--- config.mk ---
export PLATFORM = sky130hd
export DESIGN_NAME = hazard_track_unit
export DESIGN_NICKNAME = d
export VERILOG_FILES = /design/src/rtl/hazard_track_unit.sv
export SDC_FILE = /design/constraint.sdc
export NUM_CORES = 1
export LEC_CHECK = 0
export CAP_MARGIN = 30
export CORE_ASPECT_RATIO = 0.7
export CORE_MARGIN = 5
export CORE_UTILIZATION = 35
export CTS_CLUSTER_SIZE = 16
export DETAILED_ROUTE_END_ITERATION = 8
export PLACE_DENSITY = 0.72
export SETUP_SLACK_MARGIN = 0.2
export SLEW_MARGIN = 20
export SYNTH_ARGS = -nofsm -noshare
export SYNTH_HDL_FRONTEND = slang
export SYNTH_SLANG_ARGS = --single-unit
--- constraint.sdc ---
create_clock -name clk -period 1.87 [get_ports clk]
set_input_delay 0.374 -clock clk [delete_from_list [all_inputs] [get_ports clk]]
set_output_delay 0.374 -clock clk [all_outputs]
set_load 0.03 [all_outputs]
--- src/rtl/hazard_track_unit.sv ---
// Control-tag pipeline beside decode: tracks EX/MEM/WB destinations for forwarding,
// inserts a single bubble on load-use, freezes on memory busy, and squashes on flush.
module hazard_track_unit #(
  parameter int ADDR_W = 3,
  parameter int CNT_W  = 16
) (
  input  logic              clk,
  input  logic              rst,
  input  logic              id_valid,
  input  logic [ADDR_W-1:0] id_src,
  input  logic [ADDR_W-1:0] id_dst,
  input  logic              id_uses_src,
  input  logic              id_uses_dst,
  input  logic              id_wb,
  input  logic              id_mem_read,
  input  logic              flush,
  input  logic              mem_busy,
  output logic              stall_pc,
  output logic              stall_ifid,
  output logic              bubble_idex,
  output logic [ADDR_W-1:0] wr_add_alu,
  output logic              wb_alu,
  output logic [ADDR_W-1:0] wr_add_mem,
  output logic              wb_mem,
  output logic [1:0]        state,
  output logic [CNT_W-1:0]  stall_count
);

  localparam logic [1:0] ST_RUN    = 2'b00;
  localparam logic [1:0] ST_BUBBLE = 2'b01;
  localparam logic [1:0] ST_FREEZE = 2'b10;

  logic              ex_valid_q, ex_valid_d;
  logic [ADDR_W-1:0] ex_dst_q, ex_dst_d;
  logic              ex_wb_q, ex_wb_d;
  logic              ex_mem_read_q, ex_mem_read_d;
  logic              mem_valid_q, mem_valid_d;
  logic [ADDR_W-1:0] mem_dst_q, mem_dst_d;
  logic              mem_wb_q, mem_wb_d;
  logic              wb_valid_q, wb_valid_d;
  logic [ADDR_W-1:0] wb_dst_q, wb_dst_d;
  logic              wb_wb_q, wb_wb_d;
  logic [ADDR_W-1:0] wr_add_alu_q, wr_add_alu_d;
  logic [ADDR_W-1:0] wr_add_mem_q, wr_add_mem_d;
  logic [1:0]        state_q, state_d;
  logic [CNT_W-1:0]  cnt_q, cnt_d;
  logic              hazard;
  logic              stall_event;

  // Only a valid, writing load in EX can create a hazard forwarding cannot cover.
  assign hazard = id_valid && ex_valid_q && ex_mem_read_q && ex_wb_q &&
                  ((id_uses_src && (id_src == ex_dst_q)) ||
                   (id_uses_dst && (id_dst == ex_dst_q)));

  assign stall_event = mem_busy || (!flush && hazard);

  assign stall_pc    = !rst && stall_event;
  assign stall_ifid  = !rst && stall_event;
  assign bubble_idex = !rst && !mem_busy && (flush || hazard);

  always_comb begin
    ex_valid_d    = ex_valid_q;
    ex_dst_d      = ex_dst_q;
    ex_wb_d       = ex_wb_q;
    ex_mem_read_d = ex_mem_read_q;
    mem_valid_d   = mem_valid_q;
    mem_dst_d     = mem_dst_q;
    mem_wb_d      = mem_wb_q;
    wb_valid_d    = wb_valid_q;
    wb_dst_d      = wb_dst_q;
    wb_wb_d       = wb_wb_q;
    wr_add_alu_d  = wr_add_alu_q;
    wr_add_mem_d  = wr_add_mem_q;
    state_d       = ST_RUN;
    cnt_d         = cnt_q;

    if (mem_busy) begin
      state_d = ST_FREEZE;
    end else begin
      if (flush || hazard) begin
        ex_valid_d    = 1'b0;
        ex_dst_d      = '0;
        ex_wb_d       = 1'b0;
        ex_mem_read_d = 1'b0;
      end else begin
        ex_valid_d    = id_valid;
        ex_dst_d      = id_dst;
        ex_wb_d       = id_wb;
        ex_mem_read_d = id_mem_read;
      end
      mem_valid_d = ex_valid_q;
      mem_dst_d   = ex_dst_q;
      mem_wb_d    = ex_wb_q;
      wb_valid_d  = mem_valid_q;
      wb_dst_d    = mem_dst_q;
      wb_wb_d     = mem_wb_q;
      // Address outputs only follow tags that actually write back.
      if (ex_valid_q && ex_wb_q) wr_add_alu_d = ex_dst_q;
      if (mem_valid_q && mem_wb_q) wr_add_mem_d = mem_dst_q;
      if (!flush && hazard) state_d = ST_BUBBLE;
    end

    if (stall_event && (cnt_q != {CNT_W{1'b1}})) cnt_d = cnt_q + 1'b1;
  end

  always_ff @(posedge clk or posedge rst) begin
    if (rst) begin
      ex_valid_q    <= 1'b0;
      ex_dst_q      <= '0;
      ex_wb_q       <= 1'b0;
      ex_mem_read_q <= 1'b0;
      mem_valid_q   <= 1'b0;
      mem_dst_q     <= '0;
      mem_wb_q      <= 1'b0;
      wb_valid_q    <= 1'b0;
      wb_dst_q      <= '0;
      wb_wb_q       <= 1'b0;
      wr_add_alu_q  <= '0;
      wr_add_mem_q  <= '0;
      state_q       <= ST_RUN;
      cnt_q         <= '0;
    end else begin
      ex_valid_q    <= ex_valid_d;
      ex_dst_q      <= ex_dst_d;
      ex_wb_q       <= ex_wb_d;
      ex_mem_read_q <= ex_mem_read_d;
      mem_valid_q   <= mem_valid_d;
      mem_dst_q     <= mem_dst_d;
      mem_wb_q      <= mem_wb_d;
      wb_valid_q    <= wb_valid_d;
      wb_dst_q      <= wb_dst_d;
      wb_wb_q       <= wb_wb_d;
      wr_add_alu_q  <= wr_add_alu_d;
      wr_add_mem_q  <= wr_add_mem_d;
      state_q       <= state_d;
      cnt_q         <= cnt_d;
    end
  end

  assign wr_add_alu  = wr_add_alu_q;
  assign wb_alu      = mem_valid_q && mem_wb_q;
  assign wr_add_mem  = wr_add_mem_q;
  assign wb_mem      = wb_valid_q && wb_wb_q;
  assign state       = state_q;
  assign stall_count = cnt_q;

endmodule

==> impl_metrics.json, run 1 <==
{
  "port_buffers": 43,
  "vdd_drop_max_mv": 0.5529,
  "cts_tree": "done",
  "synth_edf_count": 0,
  "ant_nets": 0,
  "synth.most_common_cell": "dfrtp_1",
  "netlist.area_leader.share_pct": 53.70,
  "syn_area_per_cell_um2": 12.32,
  "gp_congestion": 0.8735,
  "die-width_um": 93.89,
  "wl_per_cell_um": 14.30,
  "regArea_um2": 932.1,
  "grt_max_degree": 38,
  "stdcell_count": 284,
  "finalWorstSetupSlack_ns": -0.1756,
  "synthTopCellsByCount": "dfrtp_1, xnor2_1, mux2_2",
  "dp.cells": 264,
  "die_h_um": 68.72,
  "drtIter0Drc": 53,
  "failed_checks": "setup timing",
  "grt_overflow": 0,
  "drc": 0,
  "period_share_pct": 109.4,
  "final_design_area_no_fill_um2": 2653,
  "max_slew_margin_pct": 68.28,
  "finalHoldViolCount": 0,
  "crit_required_ns": 1.50,
  "insertion_delay_ns": 0.28,
  "ys_types": 25,
  "path_class": "reg -> out",
  "rrSetupSlack_ns": 0.04,
  "synthesis.area_um2": 1724,
  "grt_pass1_vias": 1374,
  "rsz0062_at_grt": "true",
  "groute.usage.overall_pct": 13.17,
  "synthTopCellsByArea": "dfrtp_1, xnor2_1, mux2_2",
  "drive_gt1_share_pct": 39.07,
  "clock_sinks": 37,
  "path_max_fanout": 5,
  "n_antenna_cell": 0,
  "synthFlopType": "dfrtp_1",
  "power.leakage_nw": 1.289,
  "dp_hpwl_um": 2899,
  "dpl_worst_slack_ns": -0.3062,
  "io_pins": 44,
  "skew_ns": 0.008135,
  "start_util_pct": 36.05,
  "syn_inst": 140,
  "antenna_found_initial": 0,
  "worstMarginPinSlew_ns": 0.4758,
  "clk_pin_slew_worst_paths_ns": 0.07,
  "coreArea_um2": 4782,
  "rows": 21,
  "synth_top_area_cell": "dfrtp_1",
  "wirelength_um": 4061,
  "dieArea_um2": 6452,
  "dr.pass1.iters": 3,
  "min_path_type": "reg -> reg",
  "powerDensity_nw_per_um2": 894.9,
  "fin_crit_ns": 2.046,
  "root_buffer": "clkbuf_8",
  "cp-end-kind": "primary output",
  "nNetsFinal": 231,
  "multi_input_area_um2": 894.6,
  "status": "complete, but fails checks",
  "htreeDepth": 2,
  "cp_data_arrival_time_ns": 1.67,
  "startpoint_type": "flop",
  "cap_violations": 0,
  "clock_path_buffers": 2,
  "max_freq_ghz": 0.4889,
  "tns_ns": -0.4842,
  "ys_seq_elements": 37,
  "grt_first_pass_wirelength_um": 6589,
  "area_delta_synth_final_pct": 53.85,
  "synth.net_count": 156,
  "nFillCells": 429,
  "cts_hold_buf": 0,
  "final-setup-viol-count": 3,
  "vias_per_cell": 4.701,
  "ys_seq_area_share_pct": 53.70,
  "placed_cell_area_um2": 2381,
  "async_reset_ff_share_pct": 100.0,
  "cts_buffers": 5,
  "ys_warn_count": 0,
  "slew_violations": 0,
  "vias": 1335
}
[flip-flops by register name, indices dropped and copies added (netlist names)]
signal,cells
ex_wb_q,1
wr_add_mem,3
ex_dst_q,3
wr_add_alu,3
ex_valid_q,1
mem_valid_q,1
mem_wb_q,1
stall_count,16
wb_valid_q,1
mem_dst_q,3
state,2
wb_wb_q,1
ex_mem_read_q,1
[worst max-delay path, cell delays in order, from the launching register on]
cell	delay, ns
dfrtp_2	0.47
xnor2_1	0.16
nand4_1	0.12
buf_6	0.15
a31oi_4	0.18
and2_4	0.18
buf_6	0.13
[stage by stage]
step | hold slack [ns] | power (W) | util [%]
3_3_place_gp | 0.4793 | 0.001816 | 49.79
2_1_floorplan | 0.3379 | 0.001490 | -
6_report | 0.4906 | 0.002374 | 55.47
3_5_place_dp | 0.4858 | 0.001827 | 49.79
4_1_cts | 0.4918 | 0.002378 | 54.34
5_1_grt | 0.5168 | 0.002514 | 55.47
[report_power, final]
group / leakage (nW) / internal, W / switching [W]
combinational: 0.762 / 0.000363 / 0.000412
sequential: 0.483 / 0.000931 / 0.000120
clock: 0.0443 / 0.000292 / 0.000255
total: 1.29 / 0.00159 / 0.000787
[timing repair]
item,CTS,global route
pin swaps,13,8
gates resized for setup,53,6
gates cloned,0,0
endpoints found under the setup margin,50,32
buffers inserted,9,4
[placed cells by master (no fill, tap or decap), drive strengths merged]
master,netlist,final
dlygate4sd2,0,32
xnor2,20,20
nand2,6,6
nand2b,1,1
and2b,2,2
and3,7,7
clkinvlp,0,1
and4,4,4
ha,1,1
nand3,9,9
nand4b,1,1
nor3,1,1
a31o,6,6
buf,3,32
dlymetal6s2s,0,1
clkdlybuf4s50,0,7
mux2,15,15
or3,1,1
a21oi,2,2
nor2,1,1
dfrtp,37,37
a31oi,1,1
and2,10,10
clkbuf,1,7
inv,2,2
nand4,8,8
[final timing paths]
kind / startpoint / end / cells after the start
worst max-delay path: ex_dst_q[2] / stall_pc / 6
worst min-delay path: stall_count[10] / stall_count[10] / 1
worst max register to register: ex_dst_q[2] / stall_count[5] / 9
worst min register to register: stall_count[10] / stall_count[10] / 1
max in group asynchronous: rst / ex_dst_q[0] / 3
min in group asynchronous: rst / wb_valid_q / 3
[cell type report]
class                      instances  area share (%)
sequential                        37           35.14
tap                               69           3.255
clock buffer                       7           3.255
multi-input combinational         96           33.73
inverter                           3          0.5660
timing repair buffer              72           24.06
[cells by family after synthesis]
family	count (synthesis)	synth area share (%)
and+or+nand+nor	51	18.14
DFF	37	53.70
xor gates and xnor gates	20	10.16
muxes	15	9.797
AOI/OAI and AO/OA	9	4.862
buffers and inverters	7	2.612
adders and majority gates	1	0.7256
[per-layer routing]
metal  global-route usage (%)  vias to the layer above  share of wire, %
met5                        0                        -                 0
met4                    3.784                        0              0.47
met3                    2.711                        2               2.4
met2                    20.78                       16                47
met1                    18.45                      669                50
li1                         -                      648                 -
(Power assumes the default switching activity.)
==> run 2: changes to the inputs <==
- RECOVER_POWER: default -> 50
==> impl_metrics.json, run 2 (same netlist as run 1, synthesis figures left out) <==
{
  "mostFrequentLayoutCells": "dfrtp_1, dlygate4sd2_1, buf_4",
  "drive_gt1_share_pct": 38.14,
  "io_pins": 44,
  "powerDensity_nw_per_um2": 899.3,
  "grt_overflow": 0,
  "nNetsFinal": 231,
  "port_buffers": 43,
  "cp_data_arrival_time_ns": 1.67,
  "cp-startpoint": "ex_dst_q[2]",
  "dp_hpwl_um": 2899,
  "critPathMostFrequentCell": "buf_6",
  "cap_violations": 0,
  "rrSetupSlack_ns": 0.04,
  "cpPeakStageDelay_ns": 0.47,
  "n_antenna_cell": 0,
  "largest_reg_flops": 16,
  "htreeDepth": 2,
  "final-setup-viol-count": 9,
  "root_buffer": "clkbuf_8",
  "vias": 1337,
  "antenna_found_initial": 0,
  "dpl_worst_slack_ns": -0.3062,
  "cp_num_buf_inv": 2,
  "insertion_delay_ns": 0.28,
  "status": "complete, but fails checks",
  "path_max_fanout": 5,
  "final_design_area_no_fill_um2": 2634,
  "pwr-share-clk_pct": 23.1,
  "drc": 0,
  "p_sw_w": 0.0007865,
  "drtIter0Drc": 75,
  "clk_pin_slew_worst_paths_ns": 0.07,
  "die-width_um": 93.89,
  "r2r_start": "ex_dst_q[2]",
  "crit_slowest_cell": "dfrtp_2",
  "fin_crit_ns": 2.044,
  "finalPower_w": 0.002369,
  "cts_buffers": 5,
  "vias_per_cell": 4.708,
  "period_share_pct": 109.3,
  "groute.usage.overall_pct": 13.17,
  "cts_tree": "done",
  "start_util_pct": 36.05,
  "gp_congestion": 0.8735,
  "dieArea_um2": 6452,
  "wl_per_cell_um": 14.26,
  "reg2reg_depth": 9,
  "rsz0062_at_grt": "true",
  "ant_nets": 0,
  "tns_ns": -0.7835,
  "grt_max_degree": 38,
  "hold-worst-slack_ns": 0.4906,
  "cp-end-kind": "primary output",
  "skew_ns": 0.008236,
  "worstMarginPinSlew_ns": 0.9283,
  "combPwrFrac_pct": 32.5,
  "clock_sinks": 37,
  "dr.pass1.iters": 3,
  "vdd_drop_max_mv": 0.5528,
  "die_h_um": 68.72,
  "path_delay_family": "flip-flops",
  "crit_chain": "xnor2_1 -> nand4_1 -> buf_6 -> a31oi_4 -> and2_4 -> buf_6",
  "intPower_w": 0.001582,
  "coreArea_um2": 4782,
  "wirelength_um": 4050,
  "startpoint_type": "flop",
  "seqPwrFrac_pct": 44.4,
  "critical_path_depth": 6,
  "finalHoldViolCount": 0,
  "grt_pass1_vias": 1374,
  "max_freq_ghz": 0.4893,
  "critPathCapture": "stall_pc",
  "switching_share_pct": 33.20,
  "cts_hold_buf": 0,
  "clock_path_buffers": 2,
  "path_class": "reg -> out",
  "placed_cell_area_um2": 2381,
  "failed_checks": "setup timing",
  "rows": 21,
  "slew_violations": 0,
  "finalWorstSetupSlack_ns": -0.1738,
  "crit_required_ns": 1.50,
  "power.leakage_nw": 1.270,
  "max_slew_margin_pct": 38.11,
  "min_path_type": "reg -> reg",
  "reg2reg_to": "stall_count[5]",
  "grt_first_pass_wirelength_um": 6589,
  "area_delta_synth_final_pct": 52.76
}
run 2: cell types whose count changed in the layout (fill, tap and decap cells not counted), sizes merged:
cell,delta
clkdlybuf4s50,-2
clkbuf,+4
dlygate4sd3,+2
dlymetal6s2s,-1
buf,-3
run 2: per-layer routing:
layer | track usage (%) | up-vias | wire, um
met5 | 0 | - | 0
met4 | 3.784 | 0 | 19
met3 | 2.711 | 2 | 97
met2 | 20.78 | 16 | 1923
met1 | 18.45 | 671 | 2008
li1 | - | 648 | -
run 2: layout make-up:
cell class | count | area (um^2)
repair buffers | 72 | 619.3
well taps | 69 | 86.33
inverters | 3 | 15.01
multi-input cells | 96 | 894.6
clock buffers | 7 | 86.33
flip-flops and latches | 37 | 932.1
fillers | 437 | 2148
run 2: power by group through the flow:
stage / sequential (W) / combinational, W / clock, W
2_1_floorplan: 0.00124 / 0.000245 / 0
3_3_place_gp: 0.00107 / 0.000743 / 0
3_5_place_dp: 0.00108 / 0.000749 / 0
4_1_cts: 0.00105 / 0.000754 / 0.000572
5_1_grt: 0.00107 / 0.000827 / 0.000608
6_report: 0.00105 / 0.000770 / 0.000547
run 2: what timing repair did:
item / CTS / global route
resized for setup: 53 / 6
pin swaps: 13 / 8
setup buffers: 9 / 4
endpoints found under the setup margin: 50 / 32
run 2: worst min path at each step:
stage | from | cells past startpoint | to | slack, ns
final | stall_count[10] | 1 | stall_count[10] | 0.49
after global routing | stall_count[10] | 1 | stall_count[10] | 0.52
after CTS | stall_count[10] | 1 | stall_count[10] | 0.49
after detailed placement | stall_count[10] | 1 | stall_count[10] | 0.49
after global placement | stall_count[14] | 1 | stall_count[14] | 0.48
after floorplan | rst | 1 | ex_dst_q[0] | 0.34
run 2: per-stage QoR:
step / cells / util, %
2_1_floorplan: 140 / -
3_3_place_gp: 264 / 49.79
3_5_place_dp: 264 / 49.79
4_1_cts: 280 / 54.34
5_1_grt: 284 / 55.08
6_report: 284 / 55.08
run 2: worst register-to-register path: stages (launching register included):
cell	delay (ns)
dfrtp_2	0.47
xnor2_1	0.16
nand4_1	0.12
buf_6	0.15
a31oi_4	0.18
buf_4	0.13
buf_6	0.12
buf_4	0.12
nand4_1	0.10
xnor2_1	0.19
==> run 3: changes to the inputs <==
- CTS_CLUSTER_SIZE: 16 -> default
==> results of run 3 <==
No change in the layout: final DEF, timing and power equal those of run 2.
